**config.mk**
```make
export PLATFORM = sky130hd
export DESIGN_NAME = controle_jogo_flat
export DESIGN_NICKNAME = d
export VERILOG_FILES = /design/src/rtl/controle_jogo_pkg.sv /design/src/rtl/controle_jogo_if.sv /design/src/rtl/controle_jogo_borda.sv /design/src/rtl/controle_jogo.sv /design/src/flat_wrapper.sv
export SDC_FILE = /design/constraint.sdc
export NUM_CORES = 1
export LEC_CHECK = 0
export ABC_AREA = 1
export CAP_MARGIN = 20
export CORE_ASPECT_RATIO = 0.75
export CORE_MARGIN = 4
export CORE_UTILIZATION = 40
export CTS_CLUSTER_SIZE = 28
export DETAILED_ROUTE_END_ITERATION = 10
export PLACE_DENSITY = 0.7
export SLEW_MARGIN = 20
export SYNTH_ARGS = -nofsm -noshare
export SYNTH_HDL_FRONTEND = slang
export SYNTH_SLANG_ARGS = --single-unit
```
**constraint.sdc**
```tcl
create_clock -name clk -period 1.6 [get_ports clk]
set_clock_uncertainty 0.2 [all_clocks]
set_input_delay 0.16 -clock clk [delete_from_list [all_inputs] [get_ports clk]]
set_output_delay 0.16 -clock clk [all_outputs]
set_load 0.02 [all_outputs]
```
**src/rtl/controle_jogo_pkg.sv**
```systemverilog
// Shared types and constants for the game controller: state codes, hint codes, password widths.
package jogo_pkg;

   localparam int WA = 4;
   localparam int WB = 3;

   typedef enum logic [2:0] {
      CARREGA_A  = 3'd0,
      CARREGA_B  = 3'd1,
      ADIVINHA_A = 3'd2,
      AVALIA_A   = 3'd3,
      ADIVINHA_B = 3'd4,
      AVALIA_B   = 3'd5,
      VITORIA    = 3'd6,
      DERROTA    = 3'd7
   } estado_t;

   localparam logic [1:0] COMP_MENOR = 2'b00;
   localparam logic [1:0] COMP_MAIOR = 2'b01;
   localparam logic [1:0] COMP_IGUAL = 2'b10;

endpackage

```
**src/rtl/controle_jogo_if.sv**
```systemverilog
// Bundle between the game controller (slave) and its surroundings: switches, button, hint stage, display.
interface controle_jogo_if;
   import jogo_pkg::*;

   logic [WA-1:0] chaves;
   logic          confirma;
   logic [1:0]    comp;
   logic [WA-1:0] senhaA;
   logic [WB-1:0] senhaB;
   logic [WA-1:0] tentativaA;
   logic [WB-1:0] tentativaB;
   logic          modoB;
   logic [2:0]    fase;
   logic [3:0]    restantes;
   logic [1:0]    ultimo_comp;
   logic          dica_valida;
   logic          venceu;
   logic          perdeu;

   modport master (
      output chaves, confirma, comp,
      input  senhaA, senhaB, tentativaA, tentativaB, modoB, fase,
             restantes, ultimo_comp, dica_valida, venceu, perdeu
   );

   modport slave (
      input  chaves, confirma, comp,
      output senhaA, senhaB, tentativaA, tentativaB, modoB, fase,
             restantes, ultimo_comp, dica_valida, venceu, perdeu
   );
endinterface

```
**src/rtl/controle_jogo_borda.sv**
```systemverilog
// Rising-edge detector: one-cycle pulse per low-to-high transition; synchronous active-high reset.
module detector_borda (
   input  logic clk,
   input  logic rst,
   input  logic sinal_i,
   output logic pulso_o
);

   logic sinal_q;

   always_ff @(posedge clk) begin
      if (rst) sinal_q <= 1'b0;
      else     sinal_q <= sinal_i;
   end

   assign pulso_o = sinal_i & ~sinal_q;

endmodule

```
**src/rtl/controle_jogo.sv**
```systemverilog
// Game-control FSM: loads passwords A/B, captures guesses, evaluates hint result, tracks attempts, win/loss.
module controle_jogo
   import jogo_pkg::*;
#(
   parameter int MAX_TENT = 8
) (
   input  logic           clk,
   input  logic           rst,
   controle_jogo_if.slave jogo
);

   localparam logic [3:0] TENT_INI = 4'(MAX_TENT);

   estado_t       estado_q;
   logic [WA-1:0] senhaA_q;
   logic [WB-1:0] senhaB_q;
   logic [WA-1:0] tentativaA_q;
   logic [WB-1:0] tentativaB_q;
   logic          modoB_q;
   logic [3:0]    restantes_q;
   logic [3:0]    restantes_d;
   logic [1:0]    ultimo_comp_q;
   logic          dica_valida_q;
   logic          venceu_q;
   logic          perdeu_q;
   logic          pulso;
   logic          novo_jogo;

   detector_borda u_borda (
      .clk     (clk),
      .rst     (rst),
      .sinal_i (jogo.confirma),
      .pulso_o (pulso)
   );

   // Saturating decrement keeps restantes from wrapping even on an unexpected path.
   assign restantes_d = (restantes_q != 4'd0) ? restantes_q - 4'd1 : 4'd0;
   assign novo_jogo   = pulso && (estado_q == VITORIA || estado_q == DERROTA);

   always_ff @(posedge clk) begin
      if (rst || novo_jogo) begin
         estado_q      <= CARREGA_A;
         senhaA_q      <= '0;
         senhaB_q      <= '0;
         tentativaA_q  <= '0;
         tentativaB_q  <= '0;
         modoB_q       <= 1'b0;
         restantes_q   <= TENT_INI;
         ultimo_comp_q <= 2'b00;
         dica_valida_q <= 1'b0;
         venceu_q      <= 1'b0;
         perdeu_q      <= 1'b0;
      end else begin
         case (estado_q)
            CARREGA_A: if (pulso) begin
               senhaA_q <= jogo.chaves;
               estado_q <= CARREGA_B;
            end
            CARREGA_B: if (pulso) begin
               senhaB_q <= jogo.chaves[WB-1:0];
               estado_q <= ADIVINHA_A;
            end
            ADIVINHA_A: if (pulso) begin
               tentativaA_q <= jogo.chaves;
               estado_q     <= AVALIA_A;
            end
            ADIVINHA_B: if (pulso) begin
               tentativaB_q <= jogo.chaves[WB-1:0];
               estado_q     <= AVALIA_B;
            end
            AVALIA_A, AVALIA_B: begin
               ultimo_comp_q <= jogo.comp;
               dica_valida_q <= 1'b1;
               if (jogo.comp == COMP_IGUAL) begin
                  if (estado_q == AVALIA_A) begin
                     modoB_q       <= 1'b1;
                     dica_valida_q <= 1'b0;
                     estado_q      <= ADIVINHA_B;
                  end else begin
                     venceu_q <= 1'b1;
                     estado_q <= VITORIA;
                  end
               end else begin
                  // Anything but IGUAL, including the illegal 11 code, costs an attempt.
                  restantes_q <= restantes_d;
                  if (restantes_q <= 4'd1) begin
                     perdeu_q <= 1'b1;
                     estado_q <= DERROTA;
                  end else begin
                     estado_q <= (estado_q == AVALIA_A) ? ADIVINHA_A : ADIVINHA_B;
                  end
               end
            end
            VITORIA, DERROTA: ;
            default: estado_q <= CARREGA_A;
         endcase
      end
   end

   assign jogo.senhaA      = senhaA_q;
   assign jogo.senhaB      = senhaB_q;
   assign jogo.tentativaA  = tentativaA_q;
   assign jogo.tentativaB  = tentativaB_q;
   assign jogo.modoB       = modoB_q;
   assign jogo.fase        = estado_q;
   assign jogo.restantes   = restantes_q;
   assign jogo.ultimo_comp = ultimo_comp_q;
   assign jogo.dica_valida = dica_valida_q;
   assign jogo.venceu      = venceu_q;
   assign jogo.perdeu      = perdeu_q;

endmodule
```
**src/flat_wrapper.sv**
```systemverilog
// flat-port wrapper written by rule: the top's interface ports become plain ports
module controle_jogo_flat import jogo_pkg::*;
#(
   parameter int MAX_TENT = 8
)
  (clk, rst, jogo_chaves, jogo_confirma, jogo_comp, jogo_senhaA, jogo_senhaB, jogo_tentativaA, jogo_tentativaB, jogo_modoB, jogo_fase, jogo_restantes, jogo_ultimo_comp, jogo_dica_valida, jogo_venceu, jogo_perdeu);
  controle_jogo_if jogo_i ();
  input  logic clk;
  input  logic rst;
  input wire logic [$bits(jogo_i.chaves)-1:0] jogo_chaves;
  input wire logic [$bits(jogo_i.confirma)-1:0] jogo_confirma;
  input wire logic [$bits(jogo_i.comp)-1:0] jogo_comp;
  output wire logic [$bits(jogo_i.senhaA)-1:0] jogo_senhaA;
  output wire logic [$bits(jogo_i.senhaB)-1:0] jogo_senhaB;
  output wire logic [$bits(jogo_i.tentativaA)-1:0] jogo_tentativaA;
  output wire logic [$bits(jogo_i.tentativaB)-1:0] jogo_tentativaB;
  output wire logic [$bits(jogo_i.modoB)-1:0] jogo_modoB;
  output wire logic [$bits(jogo_i.fase)-1:0] jogo_fase;
  output wire logic [$bits(jogo_i.restantes)-1:0] jogo_restantes;
  output wire logic [$bits(jogo_i.ultimo_comp)-1:0] jogo_ultimo_comp;
  output wire logic [$bits(jogo_i.dica_valida)-1:0] jogo_dica_valida;
  output wire logic [$bits(jogo_i.venceu)-1:0] jogo_venceu;
  output wire logic [$bits(jogo_i.perdeu)-1:0] jogo_perdeu;
  assign jogo_i.chaves = jogo_chaves;
  assign jogo_i.confirma = jogo_confirma;
  assign jogo_i.comp = jogo_comp;
  assign jogo_senhaA = jogo_i.senhaA;
  assign jogo_senhaB = jogo_i.senhaB;
  assign jogo_tentativaA = jogo_i.tentativaA;
  assign jogo_tentativaB = jogo_i.tentativaB;
  assign jogo_modoB = jogo_i.modoB;
  assign jogo_fase = jogo_i.fase;
  assign jogo_restantes = jogo_i.restantes;
  assign jogo_ultimo_comp = jogo_i.ultimo_comp;
  assign jogo_dica_valida = jogo_i.dica_valida;
  assign jogo_venceu = jogo_i.venceu;
  assign jogo_perdeu = jogo_i.perdeu;
  controle_jogo #(.MAX_TENT(MAX_TENT)) u_core (.clk(clk), .rst(rst), .jogo(jogo_i));
endmodule
```
=== Word-level counts from Yosys, hierarchy flattened ===
Cells that the tools add are included.

* Register bits: 28
* Input bits: 9
* Output and inout bits: 27
* Word-level logic and storage cells: 58

* Add/sub/neg operators: 1
* Order comparisons: 1
* Equal/unequal tests: 12
* Multiplexer cells: 12
* Bitwise gates (word level): 4
* Reductions and logical operators: 16

{| class="wikitable"
|+ Operator list
! kind !! count
|-
| $mux 3 || 7
|-
| $pmux 3 s5 || 1
|-
| $eq 3x3->1 const B || 4
|-
| $reduce_and 2->1 || 5
|-
| $reduce_and 3->1 || 3
|-
| $ne 2x1->1 const B || 4
|-
| $eq 3x2->1 const B || 2
|-
| $reduce_and 5->1 || 1
|-
| $reduce_bool 5->1 || 1
|-
| $le 4x1->1 const B || 1
|-
| $mux 4 || 1
|-
| $reduce_bool 4->1 || 1
|-
| $sub 4x1->4 const B || 1
|-
| $eq 3x1->1 const B || 1
|-
| $logic_not 3->1 || 1
|-
| $not 1->1 || 3
|-
| $eq 2x2->1 const B || 1
|-
| $logic_or 1x1->1 || 2
|-
| $mux 1 || 2
|-
| $mux 2 || 1
|-
| $reduce_or 2->1 || 1
|-
| $and 1x1->1 || 1
|-
| $logic_and 1x1->1 || 1
|}

=== Depth between registers and ports, before layout ===
Gate-level depths: netlist of run 1.

* Word-level depth: 5
* Mapped depth: 8
* Depth with buffers taken out: 8

=== Modules after synthesis ===
A second synthesis of run 1 with hierarchy kept.

* Cells, all modules: 164
* Area, all modules: 1213.7 um^2

{| class="wikitable"
|+ Modules (own cells, without submodules)
! module !! times used !! cells an instance !! area an instance (um^2) !! seq. area each (um^2)
|-
| controle_jogo || 1 || 160 || 1182.4 || 540.5
|-
| detector_borda || 1 || 4 || 31.3 || 20.0
|}

=== Worst setup path after synthesis of run 1 ===
Ideal clock, no wire load.

* Path type: register -> register
* From: reg u_core.estado_q[1] (netlist: u_core.jogo.fase[1])
* To: reg u_core.tentativaA_q[0] (netlist: u_core.jogo.tentativaA[0])
* Setup time: 113 ps
* Arrival time: 1218 ps
* Data required time: 1287 ps
* Setup slack: 69 ps
* Stages on the path, launching flop included: 7
* Path buffers: 1
* Period minus slack after synthesis: 1531 ps
* Cell sequence: dfxtp_1 nand2_2 o21bai_4 inv_4 buf_6 o21ai_1 nor2_1

* Cells in the longest elaborated chain, start to end: 4
* Elaborated cells on any way between the ends: 7
* Those cells by class: 3 x eq/ne; 4 x reduce/logical

{| class="wikitable"
|+ RTL lines
! what !! line !! text
|-
| start: declaration || controle_jogo.sv:14 || <nowiki>estado_t estado_q;</nowiki>
|-
| start signal: assignment || controle_jogo.sv:90 || <nowiki>estado_q <= (estado_q == AVALIA_A) ? ADIVINHA_A : ADIVINHA_B;</nowiki>
|-
| $eq 3x3->1 || controle_jogo.sv:38 || <nowiki>assign novo_jogo = pulso && (estado_q == VITORIA || estado_q == DERROTA);</nowiki>
|-
| $logic_or 1x1->1 || controle_jogo.sv:38 ||
|-
| $logic_and 1x1->1 || controle_jogo.sv:38 ||
|-
| $logic_or 1x1->1 || controle_jogo.sv:41 || <nowiki>if (rst || novo_jogo) begin</nowiki>
|-
| end signal: assignment || controle_jogo.sv:64 || <nowiki>tentativaA_q <= jogo.chaves;</nowiki>
|-
| end: declaration || controle_jogo.sv:17 || <nowiki>logic [WA-1:0] tentativaA_q;</nowiki>
|}

Parallel ways exist; a longest one is shown, timed or not.
A chain may end at the register's enable or synchronous reset.

=== Final worst setup path of run 1 ===
* From: reg u_core.estado_q[1] (netlist: u_core.jogo.fase[1])
* To: out jogo_fase[1]

{| class="wikitable"
|+ RTL lines
! what !! line !! text
|-
| end: declaration || flat_wrapper.sv:18 || <nowiki>output wire logic [$bits(jogo_i.fase)-1:0] jogo_fase;</nowiki>
|}

No word-level cell between the ends.

==> results of run 1 <==
[sequential cells by signal (all words and copies together), names as in the netlist]
name / flops
u_core.jogo.senhaA: 4
u_core.jogo.tentativaB: 3
u_core.u_borda.sinal_q: 1
u_core.jogo.tentativaA: 4
u_core.jogo.senhaB: 3
u_core.jogo.venceu: 1
u_core.jogo.ultimo_comp: 2
u_core.jogo.fase: 3
u_core.jogo.perdeu: 1
u_core.jogo.modoB: 1
u_core.jogo.dica_valida: 1
u_core.jogo.restantes: 4
[cell usage after synthesis]
library cell               number
sky130_fd_sc_hd__a21oi_1       10
sky130_fd_sc_hd__o21ai_2        1
sky130_fd_sc_hd__buf_6          1
sky130_fd_sc_hd__nand4_1        1
sky130_fd_sc_hd__o21ai_0       10
sky130_fd_sc_hd__inv_4          1
sky130_fd_sc_hd__nor2_1        46
sky130_fd_sc_hd__o21bai_4       1
sky130_fd_sc_hd__o21ai_1        8
sky130_fd_sc_hd__dfxtp_1       28
sky130_fd_sc_hd__nand2_2        2
sky130_fd_sc_hd__nand3_1        9
sky130_fd_sc_hd__nand2_1       30
sky130_fd_sc_hd__inv_1         21
[metal layers]
| metal | up-vias | part of all wire (%) | global-route usage [%] |
|---|---|---|---|
| li1 | 622 | - | - |
| met1 | 510 | 49 | 18.8 |
| met2 | 24 | 47 | 25.8 |
| met3 | 2 | 4.1 | 4.33 |
| met4 | 0 | 0.64 | 3.75 |
| met5 | - | 0 | 0 |
[worst min path at each step]
stage                               startpoint                                end  slack [ps]  depth (start not counted)
3_5_place_dp    u_core.jogo.modoB$_SDFFE_PP0P_     u_core.jogo.modoB$_SDFFE_PP0P_         240                          2
6_report                         jogo_confirma  u_core.u_borda.sinal_q$_SDFF_PP0_         230                          3
3_3_place_gp   u_core.jogo.perdeu$_SDFFE_PP0P_    u_core.jogo.perdeu$_SDFFE_PP0P_         240                          2
4_1_cts                          jogo_confirma  u_core.u_borda.sinal_q$_SDFF_PP0_         230                          3
2_1_floorplan                              rst  u_core.u_borda.sinal_q$_SDFF_PP0_          30                          1
5_1_grt                          jogo_confirma  u_core.u_borda.sinal_q$_SDFF_PP0_         240                          3
[timing repair]
action,CTS,global route
buffers inserted,0,0
endpoints found under the setup margin,7,28
resized for setup,7,25
[power by group through the flow]
stage / clock (mW) / combinational (mW) / sequential, mW
after global routing: 0.587 / 0.387 / 0.791
after detailed placement: 0 / 0.359 / 0.798
after global placement: 0 / 0.353 / 0.798
after floorplan: 0 / 0.146 / 0.849
final: 0.548 / 0.345 / 0.785
after CTS: 0.561 / 0.351 / 0.783
[final cells by class]
class                      count  area share, %
sequential                    28           32.4
multi-input combinational    118           30.0
inverter                      22           4.89
timing repair buffer          43           26.0
tap                           36           2.59
clock inverter                 1           1.73
clock buffer                   3           2.37
[kinds of logic after synthesis]
family	share of synthesized area (%)
simple gates	29.7
compound gates	14.3
buf+inv	8.21
flops	47.8
[cell usage in the layout, fill, tap and decap left out]
cell type / Yosys / layout
sky130_fd_sc_hd__nor2_1: 46 / 46
sky130_fd_sc_hd__nand2_1: 30 / 30
sky130_fd_sc_hd__dfxtp_1: 28 / 25
sky130_fd_sc_hd__inv_1: 21 / 21
sky130_fd_sc_hd__dlymetal6s2s_1: 0 / 20
sky130_fd_sc_hd__a21oi_1: 10 / 10
sky130_fd_sc_hd__o21ai_1: 8 / 9
sky130_fd_sc_hd__nand3_1: 9 / 9
sky130_fd_sc_hd__o21ai_0: 10 / 9
sky130_fd_sc_hd__clkdlybuf4s50_1: 0 / 8
sky130_fd_sc_hd__buf_4: 0 / 8
sky130_fd_sc_hd__dlygate4sd2_1: 0 / 7
sky130_fd_sc_hd__clkbuf_8: 0 / 3
sky130_fd_sc_hd__dfxtp_2: 0 / 3
sky130_fd_sc_hd__nand2_2: 2 / 1
sky130_fd_sc_hd__o21bai_4: 1 / 1
sky130_fd_sc_hd__inv_4: 1 / 1
sky130_fd_sc_hd__o21ai_2: 1 / 1
sky130_fd_sc_hd__nand2_4: 0 / 1
sky130_fd_sc_hd__nand4_1: 1 / 1
sky130_fd_sc_hd__bufinv_16: 0 / 1
[per-stage QoR]
step / area [um^2] / total power, mW / setup WS [ps]
2_1_floorplan: 1170 / 0.995 / 69.1
3_3_place_gp: 1620 / 1.15 / -18.2
3_5_place_dp: 1620 / 1.16 / -49.2
4_1_cts: 1680 / 1.69 / 1.65
5_1_grt: 1740 / 1.77 / 55.0
6_report: 1740 / 1.68 / 171
[worst reg2reg max path, delay by kind of cell, from the launching register on]
family	cells	cell delay, ps
buffers and inverters	1	120
flip-flops	1	370
AND/OR/NAND/NOR	6	660
==> metrics.txt, run 1 <==
switching fraction of total power 26.9%; Max-slew headroom 82.4%; element type at the critical path end output port; Final setup violation count 0; largest voltage drop on the vdd net 0.000606 V; switching power 0.452 mW; nature of the critical path startpoint flip-flop; number of violations of the max-capacitance limit 0; worst-margin pin slew 263 ps; part of the total power dissipated in combinational logic 20.6%; vias per inst 4.61; nets 225; wire length of the first global-routing pass 4530 um; Total Routing Usage GR 14.9%; area share of the largest cell type after synthesis 47.8%; final core utilization 64.4%; hold violation count in the final report 0; clock transition at the register clock pins on the worst setup and hold paths after CTS 90 ps; worst setup slack for register-to-register paths 180 ps; Detail Route Antenna Nets 0; share of cells above drive strength 1 9.30%; launch point of the worst reg-to-reg path u_core.jogo.fase[2]$_SDFFE_PP0P_; root buf cell sky130_fd_sc_hd__clkbuf_8; static leakage 1.10 nW; DPL Wire Length 2160 um; capturing instance or port of the critical path jogo_fase[1]; pwr dens 964 nW/um^2; area taken by flip-flops and latches 564 um^2; initial core utilization 43.4%; slowest cell on the critical path sky130_fd_sc_hd__dfxtp_2; number of cells in the finished layout apart from fillers 251; number of warnings reported in the yosys synthesis log 0; Max Transition Viols Final 0; P_int 1.23 mW; multi-input logic area 522 um^2; relative contribution of the clock network to total power 32.6%; unrepaired setup endpoints after global routing no; CP Max Fanout 8; Die Y 54.9 um; FMAX 0.700 GHz; via total after detailed routing 1158; class of the most critical setup path reg -> out; die outline area 3870 um^2; status completed; Reg power frac 46.8%; routed wire length 2800 um; gate count of the mapped netlist 169; netlist area before placement 1170 um^2; area overhead of the layout relative to synthesis 48.2%; arrival time of data at the critical path endpoint 1070 ps; clock insertion delay at the later pin of the skew report 270 ps; Worst R2R Path Depth 7; number of logic stages on the critical path including buffering 1; destination of the worst register-to-register timing path u_core.jogo.restantes[2]$_SDFFE_PP0P_; CP required 1240 ps; number of clock sinks seen by CTS 28; FILL cells 228; Remaining Overflow, GRT 0; clock buffers created by TritonCTS 3; Period minus WS final 1430 ps; distinct cell type count after synthesis 14; width of the die 70.5 um; list of cells traversed by the critical path dlygate4sd2_1; Placeable Area 2700 um^2; largest stage delay on the critical path 430 ps; Avg Cell Area, Syn 6.94 um^2; buffer levels on the longest clock path 2; CP top delay family flip-flops; Final GP Congestion 0.840; count of buffers inserted at the top-level ports 35; floorplan row count 16; origin of the worst setup path u_core.jogo.fase[1]$_SDFFE_PP0P_; portion of the post-synthesis area used by sequential elements 47.8%; vias in the first global route 1035; TritonCTS clock tree yes; Post-Route Setup TNS 0 ps; min-delay worst type in -> reg; count of hold buffers inserted by post-cts repair 0; buffers plus inverters on the worst setup path 1; crit share post-route 89.3%; final hold slack 232 ps; post-synthesis net count 178; iteration count of the initial detailed-routing pass 4; Yosys reg bits 28; drt initial violations 72; CTS H-Tree Depth 1; cell accounting for the most synthesized area sky130_fd_sc_hd__dfxtp_1; Synth area leaders sky130_fd_sc_hd__dfxtp_1, sky130_fd_sc_hd__nor2_1, sky130_fd_sc_hd__nand2_1; largest net degree at the start of global routing 19; I/O pin count 36; detailed-route wire length per cell 11.2 um; Antenna diodes 0; number of cells in the design after placement 247; DRC 0; antenna violations before repair 0
(Power assumes the default switching activity.)
==> run 2, diff against run 1 <==
CORE_UTILIZATION = 45   (was 40)
PLACE_DENSITY = 0.77   (was 0.7)
==> run 2 against run 1 <==
Net effect: fmax is 4.1% lower; largest power group unchanged; combinational power is 5% lower; first-iteration DRC count is 33% higher; clock power is 16% lower; setup slack worse by 61 ps; sequential share of layout area is 2.2 points higher; critical endpoint is now u_core.jogo.restantes[3]$_SDFFE_PP1P_; global-route usage is 4.2 points higher.
==> metrics.txt, run 2 (same netlist as run 1, synthesis figures left out) <==
FMAX 0.671 GHz (was 0.700 GHz); slowest cell on the critical path sky130_fd_sc_hd__dfxtp_2 (unchanged); DPL Wire Length 2230 um (was 2160 um); buffer levels on the longest clock path 2 (unchanged); largest stage delay on the critical path 430 ps (about the same); clock transition at the register clock pins on the worst setup and hold paths after CTS 150 ps (was 90 ps); number of cells in the design after placement 243 (was 247); TritonCTS clock tree yes (unchanged); Placeable Area 2380 um^2 (was 2700 um^2); DRC 0 (unchanged); number of cells in the finished layout apart from fillers 247 (was 251); hold violation count in the final report 0 (unchanged); list of cells traversed by the critical path nand3_1 > nand2_4 > nand2_1 > o21ai_0 > nand2_1 (was dlygate4sd2_1); routed wire length 2880 um (was 2800 um); CP required 1650 ps (was 1240 ps); static leakage 0.833 nW (was 1.10 nW); Period minus WS final 1490 ps (was 1430 ps); Antenna diodes 0 (unchanged); iteration count of the initial detailed-routing pass 4 (unchanged); vias in the first global route 1147 (was 1035); clock buffers created by TritonCTS 3 (unchanged); via total after detailed routing 1187 (was 1158); Most common cell on crit path sky130_fd_sc_hd__nand2_1; nature of the critical path startpoint flip-flop (unchanged); count of buffers inserted at the top-level ports 35 (unchanged); drt initial violations 96 (was 72); wire length of the first global-routing pass 5030 um (was 4530 um); width of the die 67.0 um (was 70.5 um); arrival time of data at the critical path endpoint 1540 ps (was 1070 ps); Detail Route Antenna Nets 0 (unchanged); count of hold buffers inserted by post-cts repair 0 (unchanged); status completed (unchanged); top library cells by usage in the layout, fill and taps aside sky130_fd_sc_hd__nor2_1, sky130_fd_sc_hd__nand2_1, sky130_fd_sc_hd__dlygate4sd2_1 (was sky130_fd_sc_hd__nor2_1, sky130_fd_sc_hd__nand2_1, sky130_fd_sc_hd__dfxtp_1); Final setup violation count 0 (unchanged); Setup Buffers After CTS 0 (unchanged); number of violations of the max-capacitance limit 0 (unchanged); initial core utilization 49.2% (was 43.4%); clock insertion delay at the later pin of the skew report 330 ps (was 270 ps); share of cells above drive strength 1 8.45% (was 9.30%); CTS H-Tree Depth 1 (unchanged); Remaining Overflow, GRT 0 (unchanged); root buf cell sky130_fd_sc_hd__clkbuf_4 (was sky130_fd_sc_hd__clkbuf_8); buffers plus inverters on the worst setup path 0 (was 1); final hold slack 167 ps (was 232 ps); largest voltage drop on the vdd net 0.000655 V (was 0.000606 V); Total Routing Usage GR 19.2% (was 14.9%); element type at the critical path end flip-flop (was output port); crit share post-route 93.1% (was 89.3%); placement-stage cell area 1600 um^2 (was 1620 um^2); worst-margin pin slew 296 ps (was 263 ps); Final GP Congestion 0.829 (was 0.840); I/O pin count 36 (unchanged); Design Area, Final 1630 um^2 (was 1740 um^2); antenna violations before repair 0 (unchanged); pwr dens 967 nW/um^2 (was 964 nW/um^2); vias per inst 4.81 (was 4.61); commonest non-fill, non-tap cell in the layout sky130_fd_sc_hd__nor2_1 (unchanged); detailed-route wire length per cell 11.6 um (was 11.2 um); die outline area 3500 um^2 (was 3870 um^2); number of clock sinks seen by CTS 28 (unchanged); CP Max Fanout 10 (was 8); area overhead of the layout relative to synthesis 38.7% (was 48.2%); Max-slew headroom 80.3% (was 82.4%); Die Y 52.2 um (was 54.9 um); nets 223 (was 225); floorplan row count 15 (was 16); CP top delay family simple AND/OR/NAND/NOR gates (was flip-flops); largest net degree at the start of global routing 19 (unchanged); Max Transition Viols Final 0 (unchanged); class of the most critical setup path reg -> reg (was reg -> out); min-delay worst type in -> reg (unchanged)
## run 2: cell count changes in the layout (fill, tap and decap cells not counted), sizes merged
cell          previous run  this run
dlygate4sd2              7        27
dlymetal6s2s            20         0
buf                      8         6
## run 2: final timing paths
check                                   startpoint                                      end  slack (ps)  cells past startpoint
setup / recovery  u_core.jogo.fase[2]$_SDFFE_PP0P_    u_core.jogo.restantes[3]$_SDFFE_PP1P_         110                      5
setup reg to reg  u_core.jogo.fase[2]$_SDFFE_PP0P_    u_core.jogo.restantes[3]$_SDFFE_PP1P_         110                      5
hold / removal                        jogo_comp[0]  u_core.jogo.ultimo_comp[0]$_SDFFE_PP0N_         170                      3
hold reg to reg     u_core.jogo.modoB$_SDFFE_PP0P_           u_core.jogo.modoB$_SDFFE_PP0P_         260                      2
## run 2: metal layers
layer	vias up	wire length [um]	share of wire [%]	track usage, %
met4	0	46	1.6	8.75
met1	532	1280	45	23.2
met5	-	0	0	0
met3	6	155	5.4	6.01
li1	621	-	-	-
met2	28	1390	48	31.1
## run 2: stage by stage
| step | power (mW) | setup WS [ps] | setup TNS, ps | util (%) |
|---|---|---|---|---|
| floorplan | 0.995 | 69.1 | 0 | - |
| global placement | 1.15 | -5.59 | -18.7 | 67.1 |
| detailed placement | 1.16 | -104 | -1400 | 67.1 |
| CTS | 1.58 | 16.8 | 0 | 67.9 |
| global route | 1.66 | -11.0 | -11.0 | 68.3 |
| finish | 1.57 | 110 | 0 | 68.3 |
## run 2: what timing repair did
action,4_1_cts,5_1_grt
endpoints found under the hold margin,0,0
gates resized for setup,27,4
setup endpoints to repair,27,10
## run 2: report_power, final
part | switching [mW] | internal, mW
clock network | 0.208 | 0.254
registers | 0.0378 | 0.746
logic | 0.200 | 0.128
## run 2: worst reg2reg max path, delay by kind of cell (launching register included)
kind / cells / cell delay, ps
DFF: 1 / 430
AOI/OAI and AO/OA: 1 / 190
and+or+nand+nor: 4 / 590
## run 2: area by class of cell
class	instances	area, um^2
timing repair buffer	41	362
inverter	22	85.1
clock buffer	3	22.5
sequential	28	564
tap	34	42.5
fill	234	756
multi-input combinational	118	522
clock inverter	1	30.0
==> run 3, diff against run 2 <==
ABC_AREA = unset   (was 1)
CORE_MARGIN = unset   (was 4)
==> run 3 against run 2 <==
Net effect: flip-flop and latch count did not move; non-clock buffer count rose by 28; critical path depth fell by 1; synthesized area rose by 0.64%; highest routed layer unchanged; cell count fell by 6.1%; first-iteration DRC count fell by 19%; combinational power fell by 23%; the run now ends with setup timing left; clock power rose by 3%.
==> metrics.txt, run 3 <==
netlist area before placement 1180 um^2 (was 1170 um^2); pwr dens 772 nW/um^2 (was 967 nW/um^2); I/O pin count 36 (unchanged); area overhead of the layout relative to synthesis 61.1% (was 38.7%); cell accounting for the most synthesized area sky130_fd_sc_hd__dfxtp_1 (unchanged); switching power 0.381 mW (was 0.446 mW); Final GP Congestion 0.815 (was 0.829); Detail Route Antenna Nets 0 (unchanged); root buf cell sky130_fd_sc_hd__clkbuf_4 (unchanged); DRC 0 (unchanged); largest net degree at the start of global routing 17 (was 19); number of clock sinks seen by CTS 28 (unchanged); failing checks setup timing; Final setup violation count 3 (was 0); Placeable Area 2380 um^2 (unchanged); most frequent cell after synthesis sky130_fd_sc_hd__dfxtp_1 (was sky130_fd_sc_hd__nor2_1); portion of the post-synthesis area used by sequential elements 47.5% (was 47.8%); CTS H-Tree Depth 1 (unchanged); count of hold buffers inserted by post-cts repair 0 (unchanged); antenna violations before repair 0 (unchanged); share of synthesized flip-flops with an asynchronous set or reset 0% (unchanged); largest voltage drop on the vdd net 0.000744 V (was 0.000655 V); vias in the first global route 1225 (was 1147); Total Routing Usage GR 26.9% (was 19.2%); Remaining Overflow, GRT 0 (unchanged); distinct cell type count after synthesis 31 (was 14); TritonCTS clock tree yes (unchanged); Post-Route Setup TNS -180 ps (was 0 ps); CP Max Fanout 7 (was 10); area share of the largest cell type after synthesis 47.5% (was 47.8%); clock buffers created by TritonCTS 3 (unchanged); Antenna diodes 0 (unchanged); EDFF count, synth 0 (unchanged); final core utilization 79.8% (was 68.3%); routed wire length 3960 um (was 2880 um); Reg power frac 50.6% (was 49.8%); Die Y 46.4 um (was 52.2 um); Period minus WS final 1720 ps (was 1490 ps); CP required 1660 ps (was 1650 ps); commonest non-fill, non-tap cell in the layout sky130_fd_sc_hd__buf_4 (was sky130_fd_sc_hd__nor2_1); clock insertion delay at the later pin of the skew report 340 ps (was 330 ps); clock transition at the register clock pins on the worst setup and hold paths after CTS 160 ps (was 150 ps); vias per inst 5.63 (was 4.81); Max Transition Viols Final 0 (unchanged); Yosys reg bits 28 (unchanged); post-synthesis net count 142 (was 178); top library cells by usage in the layout, fill and taps aside sky130_fd_sc_hd__buf_4, sky130_fd_sc_hd__dlygate4sd2_1, sky130_fd_sc_hd__dfxtp_1 (was sky130_fd_sc_hd__nor2_1, sky130_fd_sc_hd__nand2_1, sky130_fd_sc_hd__dlygate4sd2_1); drt initial violations 78 (was 96); Most used DFF post-synth sky130_fd_sc_hd__dfxtp_1 (unchanged); most instantiated cells after synthesis sky130_fd_sc_hd__dfxtp_1, sky130_fd_sc_hd__nand2_1, sky130_fd_sc_hd__nand3_1, sky130_fd_sc_hd__nor2_1, sky130_fd_sc_hd__o21ai_0 (was sky130_fd_sc_hd__nor2_1, sky130_fd_sc_hd__nand2_1, sky130_fd_sc_hd__dfxtp_1, sky130_fd_sc_hd__inv_1); part of the total power dissipated in combinational logic 17.1% (was 20.8%); die outline area 2840 um^2 (was 3500 um^2); P_int 1.09 mW (was 1.13 mW); share of cells above drive strength 1 31.8% (was 8.45%); relative contribution of the clock network to total power 32.3% (was 29.3%); element type at the critical path end flip-flop (unchanged); hold violation count in the final report 0 (unchanged); min setup slack post-route -115 ps (was 110 ps); switching fraction of total power 25.9% (was 28.4%); worst-margin pin slew 387 ps (was 296 ps); floorplan row count 15 (unchanged); class of the most critical setup path reg -> reg (unchanged); FMAX 0.583 GHz (was 0.671 GHz); number of warnings reported in the yosys synthesis log 0 (unchanged); arrival time of data at the critical path endpoint 1770 ps (was 1540 ps); unrepaired setup endpoints after global routing yes; FILL cells 170 (was 234); initial core utilization 49.6% (was 49.2%); Max-slew headroom 74.1% (was 80.3%); width of the die 61.2 um (was 67.0 um); DPL Wire Length 2450 um (was 2230 um); static leakage 0.853 nW (was 0.833 nW); nature of the critical path startpoint flip-flop (unchanged); iteration count of the initial detailed-routing pass 4 (unchanged); Synth area leaders sky130_fd_sc_hd__dfxtp_1, sky130_fd_sc_hd__nand2_1, sky130_fd_sc_hd__mux2i_1 (was sky130_fd_sc_hd__dfxtp_1, sky130_fd_sc_hd__nor2_1, sky130_fd_sc_hd__nand2_1); count of buffers inserted at the top-level ports 35 (unchanged); gate count of the mapped netlist 133 (was 169); status finished with violations (was completed); crit share post-route 107% (was 93.1%); via total after detailed routing 1306 (was 1187); Avg Cell Area, Syn 8.88 um^2 (was 6.94 um^2); number of violations of the max-capacitance limit 0 (unchanged); detailed-route wire length per cell 17.1 um (was 11.6 um); buffer levels on the longest clock path 2 (unchanged); nets 208 (was 223); min-delay worst type in -> reg (unchanged); wire length of the first global-routing pass 5530 um (was 5030 um)
-- run 3: changes by cell type in the layout (fill, tap and decap cells not counted), sizes merged, moves of 2 or more --
cell	change
a21oi	-5
a221oi	+2
a31oi	+3
buf	+28
inv	-20
mux2i	+7
nand2	-13
nand2b	+2
nand3	+4
nor2	-35
nor2b	+5
nor4	+2
o211ai	+2
o21ai	-6
-- run 3: critical path: stages (launching register included) --
cell                      delay (ps)
sky130_fd_sc_hd__dfxtp_4         460
sky130_fd_sc_hd__xor2_4          190
sky130_fd_sc_hd__nand3_1         180
sky130_fd_sc_hd__or3_1           380
sky130_fd_sc_hd__a21oi_1         220
-- run 3: through the flow --
step,cells,hold slack (ps),power (mW),setup WS [ps],instance area [um^2]
floorplan,133,19.4,0.860,-11.1,1230
global placement,222,242,0.977,-142,1770
detailed placement,222,252,0.985,-241,1770
CTS,228,187,1.44,-14.6,1820
global route,232,196,1.51,-146,1900
finish,232,197,1.47,-115,1900
-- run 3: worst paths after layout --
path                                                from                                     end  slack [ps]  depth (start not counted)
hold / removal                            jogo_chaves[3]  u_core.jogo.tentativaA[3]$_SDFFE_PP0P_         200                          3
setup reg to reg        u_core.jogo.fase[1]$_SDFFE_PP0P_   u_core.jogo.restantes[0]$_SDFFE_PP0P_        -120                          4
setup / recovery        u_core.jogo.fase[1]$_SDFFE_PP0P_   u_core.jogo.restantes[0]$_SDFFE_PP0P_        -120                          4
hold reg to reg   u_core.jogo.tentativaA[1]$_SDFFE_PP0P_  u_core.jogo.tentativaA[1]$_SDFFE_PP0P_         270                          2
-- run 3: area by class of cell --
type	count	area (um^2)	area share [%]
Multi-Input combinational cell	95	646	33.9
Timing Repair Buffer	69	583	30.6
Sequential cell	28	572	30.0
Tap cell	34	42.5	2.24
Clock inverter	1	30.0	1.58
Clock buffer	3	22.5	1.18
Inverter	2	7.51	0.394
-- run 3: cell families after synthesis --
| kind of cell | after synthesis | synth area share [%] |
|---|---|---|
| AND/OR/NAND/NOR | 58 | 24.8 |
| AO/OA/AOI/OAI | 29 | 15.1 |
| flip-flops | 28 | 47.5 |
| buffers and inverters | 10 | 4.34 |
| multiplexers | 7 | 5.93 |
| XOR/XNOR | 1 | 2.33 |
-- run 3: timing repair --
action,in CTS,in global routing
setup buffers,2,4
gates resized for setup,29,17
endpoints found under the setup margin,30,17
pin swaps,4,6
-- run 3: routing by layer --
metal | GRT usage, % | share of wire (%) | wire length (um) | vias up
met5 | 0 | 0 | 0 | -
met4 | 8.64 | 3.6 | 141 | 0
met3 | 6.74 | 8.1 | 322 | 20
met2 | 42.8 | 47 | 1870 | 89
met1 | 35.8 | 41 | 1630 | 604
li1 | - | - | - | 593
-- run 3: power by group through the flow --
stage               sequential [mW]  clock [mW]  combinational (mW)
global placement              0.753           0               0.223
global route                  0.746       0.503               0.265
finish                        0.744       0.474               0.252
CTS                           0.740       0.477               0.227
floorplan                     0.767           0              0.0929
detailed placement            0.755           0               0.230
